[src/rtl/funcao_2_mux.sv]
// Three-variable function cell: a 4:1 mux picks D[{A,B}] and XORs it with C.
// Also registers the result and its index, and accumulates a truth table of every index seen since reset.
module funcao_2_mux (
    input  logic       clk,
    input  logic       rst,
    input  logic       A,
    input  logic       B,
    input  logic       C,
    input  logic       D0,
    input  logic       D1,
    input  logic       D2,
    input  logic       D3,
    output logic       Y,
    output logic       Y_q,
    output logic [2:0] idx_q,
    output logic [7:0] tt,
    output logic [7:0] tt_seen,
    output logic       tt_done
);

    logic [1:0] sel;
    logic [3:0] d_vec;
    logic       y_comb;

    logic       y_reg_d;
    logic       y_reg_q;
    logic [2:0] idx_d;
    logic [2:0] idx_reg_q;
    logic [7:0] tt_d;
    logic [7:0] tt_q;
    logic [7:0] tt_seen_d;
    logic [7:0] tt_seen_q;

    // Combinational function path: no dependence on clk or rst.
    always_comb begin
        sel    = {A, B};
        d_vec  = {D3, D2, D1, D0};
        y_comb = d_vec[sel] ^ C;
    end

    // Next-state: capture the current Y at index {A,B,C}; all other table bits hold.
    always_comb begin
        y_reg_d          = y_comb;
        idx_d            = {A, B, C};
        tt_d             = tt_q;
        tt_d[idx_d]      = y_comb;
        tt_seen_d        = tt_seen_q;
        tt_seen_d[idx_d] = 1'b1;
    end

    always_ff @(posedge clk) begin
        if (rst) begin
            y_reg_q   <= 1'b0;
            idx_reg_q <= 3'b000;
            tt_q      <= 8'h00;
            tt_seen_q <= 8'h00;
        end else begin
            y_reg_q   <= y_reg_d;
            idx_reg_q <= idx_d;
            tt_q      <= tt_d;
            tt_seen_q <= tt_seen_d;
        end
    end

    assign Y       = y_comb;
    assign Y_q     = y_reg_q;
    assign idx_q   = idx_reg_q;
    assign tt      = tt_q;
    assign tt_seen = tt_seen_q;
    assign tt_done = &tt_seen_q;

endmodule

[config.mk]
export PLATFORM = sky130hd
export DESIGN_NAME = funcao_2_mux
export DESIGN_NICKNAME = d
export VERILOG_FILES = /design/src/rtl/funcao_2_mux.sv
export SDC_FILE = /design/constraint.sdc
export NUM_CORES = 1
export LEC_CHECK = 0
export CORE_UTILIZATION = 40
export CTS_CLUSTER_DIAMETER = 100
export DETAILED_ROUTE_END_ITERATION = 7
export PLACE_DENSITY_LB_ADDON = 0.12
export SLEW_MARGIN = 10
export SYNTH_ARGS = -nofsm -noshare
export SYNTH_HDL_FRONTEND = slang
export SYNTH_SLANG_ARGS = --single-unit
[constraint.sdc]
create_clock -name clk -period 1.6 [get_ports clk]
set_input_delay 0.4 -clock clk [delete_from_list [all_inputs] [get_ports clk]]
set_output_delay 0.4 -clock clk [all_outputs]
set_load 0.1 [all_outputs]
==> impl_metrics.toml <==
[outcome]
status = "finished with violations"
failed_checks = "setup timing"

[routing]
drt-pass1-iter-count = 3
detail_route.wl_per_cell_um = 14.2
wl_met2_mm = 1.10
antenna_left = 0
detail_route.iter0.violations = 14
top_layer_used = "met4"
drc = 0
wl_met1_um = 848
via_per_inst = 4.77
wl_met3_um = 77
dr_total_vias = 696
routed_wirelength_mm = 2.08

[timing]
fin_crit_ns = 1.82
period_share_pct = 114
slew_headroom_pct = 64.3
max_freq_mhz = 550
setup_violations = 1
fin_skew_ns = 0
slew_violations = 0
layout_setup_ws_ns = -0.219
worstMarginPinSlew_ns = 0.535
finalHoldViolCount = 0
rsz0062_at_grt = "true"

[clock_network]
cts_max_level = 1
insertion_delay_ns = 0.31
cts.sinks = 20
tritoncts = "built"
clockBufferDepth = 2
root_buffer = "clkbuf_4"
clk_pin_slew_ns = 0.11
cts_buffers = 3
cts_hold_buf = 0

[worst_setup_path]
cp-start-kind = "primary input"
cp_num_buf_inv = 2
cp-end-kind = "output port"
critPathKind = "in2out"
critPathMaxFanout = 2
crit_family = "multiplexers"
cp.depth = 4
path_cells = "buf_8 -> mux4_2 -> xor2_4 -> buf_12"
reg2regPathDepth = 2
worst_ep_arrival_time_ns = 1.42
crit_required_ns = 1.20
slowest_delay_ns = 0.55
cpMaxStageDelayCell = "mux4_2"

[floorplan]
die_h_um = 44.7
start_util_pct = 42.3
io_pins = 31
core_mm2 = 0.00173
fp.dieW_um = 44.7
rows = 15
die-area_mm2 = 0.00200

[flow_run]
drv_cap = 0

[global_route]
grt_pass1_wl_mm = 2.95
track_usage_pct = 20.6
grt_max_degree = 21
grt_pass1_vias = 639
grt.overflow.total = 0
antenna_found_initial = 0

[place]
placed_cells = 139
place.gp.congestion = 0.749
place_ws_ns = -0.691
place.port_buffers = 30
hpwl_mm = 1.51

[cells_and_area]
antenna_cells = 0
regArea_um2 = 430
fin_nets = 131
fillers = 97
area_growth_pct = 102
multi_input_area_um2 = 324
drive_gt1_share_pct = 51.2
mostFrequentLayoutCells = "22 x nor2_1, 22 x buf_12, 18 x buf_4, 12 x dfxtp_1, 8 x dfxtp_4"
final_cell_count_no_fill = 146

[power]
seqPwrFrac_pct = 41.4
p_clk_share_pct = 22.7
p_per_area_mw_per_mm2 = 891
p_comb_share_pct = 35.9
internal_power_mw = 0.840
switching_share_pct = 36.2
power.total_mw = 1.32
switchingPower_mw = 0.476
ir_drop_v = 0.000669
p_leak_nw = 0.620

[logic_synthesis]
ys_seq_elements = 20
yosysSeqAreaShare_pct = 54.8
synth_area_um2 = 731
avgSynthCellArea_um2 = 9.87
synth_cells = 74
ys_types = 20
synth.net_count = 83
yosys_warnings = 0

[worst_hold_path]
min_path_type = "in2reg"
holdPathStages = 3
==> cell usage after synthesis (all sizes together) <==
master	number	area share, %
and3b	2	2.6
nor3b	3	3.1
dfxtp	20	55
and3	1	0.86
buf	3	2.9
nand4	2	1.7
clkbuf	2	1.0
inv	1	0.51
nor2	23	12
mux2i	4	5.5
xor2	1	1.2
a211oi	4	4.1
nor2b	4	4.5
a21oi	1	0.68
nor3	1	0.68
nand3b	1	1.0
mux4	1	3.1
==> cells by family (layout without fill, tap and decap cells) <==
group | after synthesis | count (layout) | share of synthesized area [%]
AND/OR/NAND/NOR | 37 | 37 | 26.2
flip-flops | 20 | 20 | 54.8
buffers and inverters | 6 | 53 | 4.45
AO/OA/AOI/OAI | 5 | 5 | 4.79
multiplexers | 5 | 5 | 8.56
XOR/XNOR | 1 | 1 | 1.20
==> metal layers <==
metal  GRT usage, %  vias to the layer above
met4           9.09                        0
li1               -                      341
met5              0                        -
met3           2.40                        4
met2           37.1                       21
met1           24.7                      330
==> repair_timing <==
item	in CTS	in global routing
pin swaps	0	2
buffers inserted	0	3
gates resized for setup	25	1
endpoints found under the setup margin	5	2
==> area by class of cell <==
type	instances	share of cell area, %
clock buffer	4	2.46
inverter	1	0.254
multi-input combinational	48	21.9
sequential	20	29.2
tap	25	2.12
timing repair buffer	48	44.1
==> tightest hold or removal path: cells and delay by family <==
kind	cells	cell delay (ns)
AO/OA/AOI/OAI	1	0.05
buffers and inverters	2	0.17
==> flip-flops by register name (all words and copies together), names as in the netlist <==
| signal | count |
|---|---|
| tt_seen | 8 |
| idx_q | 3 |
| Y_q | 1 |
| tt | 8 |
==> per-stage QoR <==
step / setup TNS, ns / hold WS (ns) / util, % / cell area (um^2)
final: -0.219 / 0.354 / 85.5 / 1480
after CTS: -0.222 / 0.359 / 84.0 / 1450
after floorplan: -0.862 / 0.496 / - / 791
after detailed placement: -4.38 / 0.485 / 82.4 / 1420
after global routing: -0.264 / 0.331 / 85.5 / 1480
after global placement: -3.35 / 0.477 / 82.4 / 1420
==> power groups by stage <==
stage                     clock network, mW  registers [mW]  logic (mW)
final                                 0.298           0.545       0.473
after global routing                  0.328           0.548       0.487
after CTS                             0.296           0.547       0.464
after detailed placement                  0           0.558       0.467
after global placement                    0           0.557       0.460
after floorplan                           0           0.730       0.101
==> final timing paths <==
kind,start,end,slack (ns)
max,B,Y,-0.22
min,D3,tt[7],0.35
max reg2reg,tt[1],tt[1],0.81
min reg2reg,tt_seen[6],tt_seen[6],0.51
Note: power is estimated with default switching activity, not from simulation.
